**config.mk**
```make
export PLATFORM = sky130hd
export DESIGN_NAME = cpu_sequencer
export DESIGN_NICKNAME = d
export VERILOG_FILES = /design/src/rtl/cpu_sequencer.sv
export SDC_FILE = /design/constraint.sdc
export NUM_CORES = 1
export LEC_CHECK = 0
export CORE_AREA = 2 2 49 51
export DETAILED_ROUTE_END_ITERATION = 8
export DIE_AREA = 0 0 51 53
export PLACE_DENSITY_LB_ADDON = 0.1
export SLEW_MARGIN = 10
export SYNTH_ARGS = -nofsm -noshare
export SYNTH_HDL_FRONTEND = slang
export SYNTH_SLANG_ARGS = --single-unit
```
**constraint.sdc**
```tcl
create_clock -name clk -period 1.8 [get_ports clk]
set_input_delay 0.27 -clock clk [delete_from_list [all_inputs] [get_ports clk]]
set_output_delay 0.27 -clock clk [all_outputs]
set_load 0.05 [all_outputs]
```
**src/rtl/cpu_sequencer.sv**
```systemverilog
// Instruction sequencer FSM: fetch/decode/execute control strobes for a small accumulator CPU.
// Optional macro SEQ_WAIT_STATE_EN enables mem_ready wait states in F_READ, M_READ and M_WRITE.
module cpu_sequencer (
    input  logic       clk,
    input  logic       rst,
    input  logic       run,
    input  logic [3:0] ir_opcode,
    input  logic       mem_ready,
    output logic       load_mar,
    output logic       load_mbr,
    output logic       load_ir,
    output logic       inc_pc,
    output logic       load_pc,
    output logic       load_acc,
    output logic       read_rom,
    output logic       read_ram,
    output logic       write_ram,
    output logic [1:0] alu_sel,
    output logic [1:0] mux_sel_u9,
    output logic       halted,
    output logic       instr_done,
    output logic [3:0] state
);

    typedef enum logic [3:0] {
        IDLE    = 4'd0,
        F_ADDR  = 4'd1,
        F_READ  = 4'd2,
        F_IR    = 4'd3,
        DECODE  = 4'd4,
        EXEC    = 4'd5,
        M_ADDR  = 4'd6,
        M_READ  = 4'd7,
        M_WRITE = 4'd8,
        WB      = 4'd9,
        HALT    = 4'd10
    } state_t;

    // Strobe set decoded from the state being entered; mem_ready-gated bits are armed here.
    typedef struct packed {
        logic       load_mar;
        logic       mbr_arm;
        logic       load_ir;
        logic       inc_pc;
        logic       load_pc;
        logic       load_acc;
        logic       read_rom;
        logic       read_ram;
        logic       write_ram;
        logic [1:0] alu_sel;
        logic [1:0] mux_sel;
        logic       halted;
        logic       done;
        logic       done_wr;
    } strobes_t;

    state_t   state_r;
    state_t   state_next_s;
    strobes_t out_r;
    logic     ready_s;

`ifdef SEQ_WAIT_STATE_EN
    assign ready_s = mem_ready;
`else
    logic unused_mem_ready_s;
    assign unused_mem_ready_s = mem_ready;
    assign ready_s = 1'b1;
`endif

    function automatic strobes_t decode(input state_t st, input logic [3:0] op);
        strobes_t s;
        s = '0;
        case (st)
            F_ADDR:  s.load_mar = 1'b1;
            F_READ: begin
                s.read_rom = 1'b1;
                s.mbr_arm  = 1'b1;
            end
            F_IR: begin
                s.load_ir = 1'b1;
                s.inc_pc  = 1'b1;
            end
            EXEC: begin
                s.done = 1'b1;
                case (op)
                    4'b0000, 4'b0011, 4'b0100, 4'b0101,
                    4'b0110, 4'b0111, 4'b1000: s.load_acc = 1'b1;
                    4'b1001: begin
                        s.load_acc = 1'b1;
                        s.alu_sel  = 2'b11;
                    end
                    4'b1101: s.load_pc = 1'b1;
                    default: s.load_acc = 1'b0;
                endcase
            end
            M_ADDR: begin
                s.load_mar = 1'b1;
                s.mux_sel  = 2'b01;
            end
            M_READ: begin
                s.read_ram = 1'b1;
                s.mbr_arm  = 1'b1;
            end
            M_WRITE: begin
                s.write_ram = 1'b1;
                s.done_wr   = 1'b1;
            end
            WB: begin
                s.load_acc = 1'b1;
                s.done     = 1'b1;
            end
            HALT:    s.halted = 1'b1;
            default: s = '0;
        endcase
        return s;
    endfunction

    // Next-state selection.
    always_comb begin
        state_next_s = IDLE;
        case (state_r)
            IDLE:    state_next_s = run ? F_ADDR : IDLE;
            F_ADDR:  state_next_s = F_READ;
            F_READ:  state_next_s = ready_s ? F_IR : F_READ;
            F_IR:    state_next_s = DECODE;
            DECODE: begin
                if (ir_opcode == 4'b0001 || ir_opcode == 4'b0010) begin
                    state_next_s = M_ADDR;
                end else if (ir_opcode == 4'b1111) begin
                    state_next_s = HALT;
                end else begin
                    state_next_s = EXEC;
                end
            end
            EXEC:    state_next_s = F_ADDR;
            M_ADDR: begin
                if (ir_opcode == 4'b0001) begin
                    state_next_s = M_WRITE;
                end else if (ir_opcode == 4'b0010) begin
                    state_next_s = M_READ;
                end else begin
                    state_next_s = F_ADDR;
                end
            end
            M_READ:  state_next_s = ready_s ? WB : M_READ;
            M_WRITE: state_next_s = ready_s ? F_ADDR : M_WRITE;
            WB:      state_next_s = F_ADDR;
            HALT:    state_next_s = HALT;
            default: state_next_s = IDLE;
        endcase
    end

    // State and strobe registers; strobes are decoded ahead so they line up with the state.
    always_ff @(posedge clk) begin
        if (rst) begin
            state_r <= IDLE;
            out_r   <= '0;
        end else begin
            state_r <= state_next_s;
            out_r   <= decode(state_next_s, ir_opcode);
        end
    end

    assign load_mar   = out_r.load_mar;
    assign load_mbr   = out_r.mbr_arm & ready_s;
    assign load_ir    = out_r.load_ir;
    assign inc_pc     = out_r.inc_pc;
    assign load_pc    = out_r.load_pc;
    assign load_acc   = out_r.load_acc;
    assign read_rom   = out_r.read_rom;
    assign read_ram   = out_r.read_ram;
    assign write_ram  = out_r.write_ram;
    assign alu_sel    = out_r.alu_sel;
    assign mux_sel_u9 = out_r.mux_sel;
    assign halted     = out_r.halted;
    assign instr_done = out_r.done | (out_r.done_wr & ready_s);
    assign state      = state_r;

endmodule

```
==> impl_metrics.tcl <==
set metrics [dict create \
    path_clk_slew_ns 0.09 \
    peakVddDrop_uv 706 \
    fmax_mhz 573 \
    power_frac_clock 0.247 \
    cap_violations 0 \
    numCtsBuffers 3 \
    arrival_ns 1.97 \
    cts-root-buf "clkbuf_4" \
    n_antenna_cell 0 \
    status "finished clean" \
    post_dp_cell_area_um2 1210 \
    rr_endpoint "load_mar" \
    dp_hpwl_mm 1.48 \
    finalSetupViolCount 0 \
    io_buffers 24 \
    p_leak_nw 0.537 \
    post_drt_wl_per_cell_um 12.5 \
    final_common_cell "buf_4" \
    ant_nets 0 \
    viasPerCell 4.93 \
    area_growth_pct 61.3 \
    path_class "in -> reg" \
    grt_max_degree 11 \
    drive_above_1_share 0.386 \
    yosysUniqueCellTypes 36 \
    drc 0 \
    required_ns 2.02 \
    grt_overflow_total 0 \
    holdPathEnd "load_acc" \
    design_area_um2 1290 \
    cts.path.max_buffers 2 \
    vias 764 \
    drtIter0Drc 6 \
    synth.cell_area_um2 802 \
    ys_ff_latch 16 \
    initial_core_util 0.373 \
    combinationalPowerShare 0.337 \
    syn_inst 86 \
    swShare 0.309 \
    cts_tree "done" \
    hold_viol_final 0 \
    cp-start-kind "input pin" \
    finClkSkew_ns 0.000747 \
    period_minus_slack_ns 1.75 \
    worst_pin_slew_ns 0.500 \
    syn_nets 94 \
    seqPwrFrac 0.416 \
    yosysSeqAreaShare 0.399 \
    holdPathStages 4 \
    finalCritPeriodShare 0.970 \
    dr.pass1.iters 4 \
    synth_top_family_by_area "simple AND/OR/NAND/NOR gates" \
    nets 136 \
    reg2reg_depth 6 \
    drv_slew 0 \
    cellPowerDensity_nw_per_um2 712 \
    avgSynthCellArea_um2 9.33 \
    slew_headroom 0.666 \
    grt_pass1_vias 723 \
    synth-xor-area-share 0 \
    h-tree-depth 1 \
    die_area_um2 2700 \
    worstReg2RegStart "state[1]" \
    timing.reg2reg.setup_slack_ns 0.07 \
    largest_reg_flops 4 \
    synth_compound_area_frac 0.165 \
    ys_warn_count 0 \
    grt_usage 0.157 \
    holdBufCountCts 0 \
    mostFrequentLayoutCells "buf_4 (27), clkdlybuf4s50_1 (15), dfxtp_1 (12)" \
    post_cts_buffers 0 \
    core_area_um2 2150 \
    die_x_um 51 \
    path_max_fanout 5 \
    synth_simple_gate_area_frac 0.340 \
    switching_power_uw 285 \
    num_io_pins 27 \
    die_h_um 53 \
    synth_adder_area_share 0 \
    multi_input_area_um2 468 \
    hold_class "in -> reg" \
    final_util 0.602 \
    row_count 17 \
    p_int_uw 637 \
    fill_cells 197 \
    cts_sinks 16 \
    cp-end-kind "flop" \
    grt_pass1_wl_mm 3.21 \
    hp-start "ir_opcode[3]" \
    antenna_found_initial 0 \
    synth.area.mux_share 0 \
    clk_latency_ns 0.28 \
    area.sequential_um2 333 \
    wirelength_mm 1.95 \
    gp_congestion 0.817 \
]
[per-layer routing]
| layer | part of all wire | track usage | up-vias |
|---|---|---|---|
| met5 | 0 | 0 | - |
| met4 | 0.0062 | 0.0270 | 0 |
| met3 | 0.043 | 0.0339 | 2 |
| met2 | 0.50 | 0.273 | 18 |
| met1 | 0.45 | 0.201 | 355 |
| li1 | - | - | 389 |
[critical path, cell delays in order]
cell           delay, ns
dlygate4sd2_1       0.29
or3_1               0.38
a21o_1              0.19
a221oi_4            0.33
or3b_1              0.40
a21oi_2             0.12
[final cells by class]
cell class | count | share of cell area
flip-flops and latches | 16 | 0.257
inverters | 2 | 0.00580
multi-input cells | 57 | 0.362
repair buffers | 48 | 0.320
well taps | 28 | 0.0271
clock buffers | 4 | 0.0280
[how the worst max path moves through the flow]
stage	from	to	slack [ns]	cells after the start
CTS	state[1]	load_mar	0.01	7
finish	ir_opcode[0]	load_mar	0.05	6
global route	ir_opcode[2]	load_mar	-0.007	7
global placement	ir_opcode[3]	load_mar	-0.48	6
detailed placement	ir_opcode[3]	load_mar	-0.58	7
floorplan	state[0]	alu_sel[0]	0.01	7
[metrics by stage]
stage / power, mW / hold WS (ns) / worst slack (ns) / instances / TNS [ns]
after floorplan: 0.558 / 0.346 / 0.0125 / 86 / 0
after global placement: 0.685 / 0.671 / -0.483 / 151 / -5.78
after detailed placement: 0.688 / 0.679 / -0.575 / 151 / -6.42
after CTS: 0.913 / 0.500 / 0.00992 / 155 / 0
after global routing: 0.972 / 0.433 / -0.00746 / 155 / -0.00816
final: 0.922 / 0.440 / 0.0549 / 155 / 0
[cell usage after synthesis]
master,n,area [µm²]
nor3b_1,1,7.51
buf_2,4,20.0
a211oi_1,1,7.51
o211a_1,1,10.0
nand2b_1,3,18.8
conb_1,1,3.75
nor4b_1,6,52.6
clkbuf_1,1,3.75
dfxtp_1,16,320
o21ai_0,1,5.00
a2111oi_2,1,15.0
nor4_1,3,18.8
nor3_1,4,20.0
or2_1,1,6.26
buf_4,5,37.5
nand2_1,1,3.75
nand3b_1,1,7.51
a311oi_2,1,15.0
o21a_1,1,7.51
inv_1,2,7.51
and3_1,3,18.8
or2_2,1,6.26
or3b_1,1,8.76
buf_1,1,3.75
a21bo_1,1,10.0
o31a_1,1,8.76
a21o_1,1,7.51
nand4b_1,2,17.5
or3_1,1,6.26
nor4b_2,1,15.0
nand3_1,1,5.00
a221oi_4,1,26.3
nor2_1,7,26.3
nor2b_1,4,25.0
and4_1,1,8.76
a21oi_1,4,20.0
[power by group through the flow]
stage,sequential [mW],clock [mW],combinational (mW)
3_5_place_dp,0.390,0,0.298
3_3_place_gp,0.390,0,0.294
6_report,0.383,0.228,0.310
5_1_grt,0.386,0.254,0.332
2_1_floorplan,0.437,0,0.121
4_1_cts,0.382,0.234,0.297
[what timing repair did]
item,CTS,global route
setup endpoints to repair,15,7
pin swaps,1,3
resized for setup,6,10
[logic make-up after synthesis]
kind of cell / Yosys count
simple gates: 42
flops: 16
other cells: 1
compound gates: 14
buf+inv: 13
No activity file was read; power rests on OpenSTA's default activity.
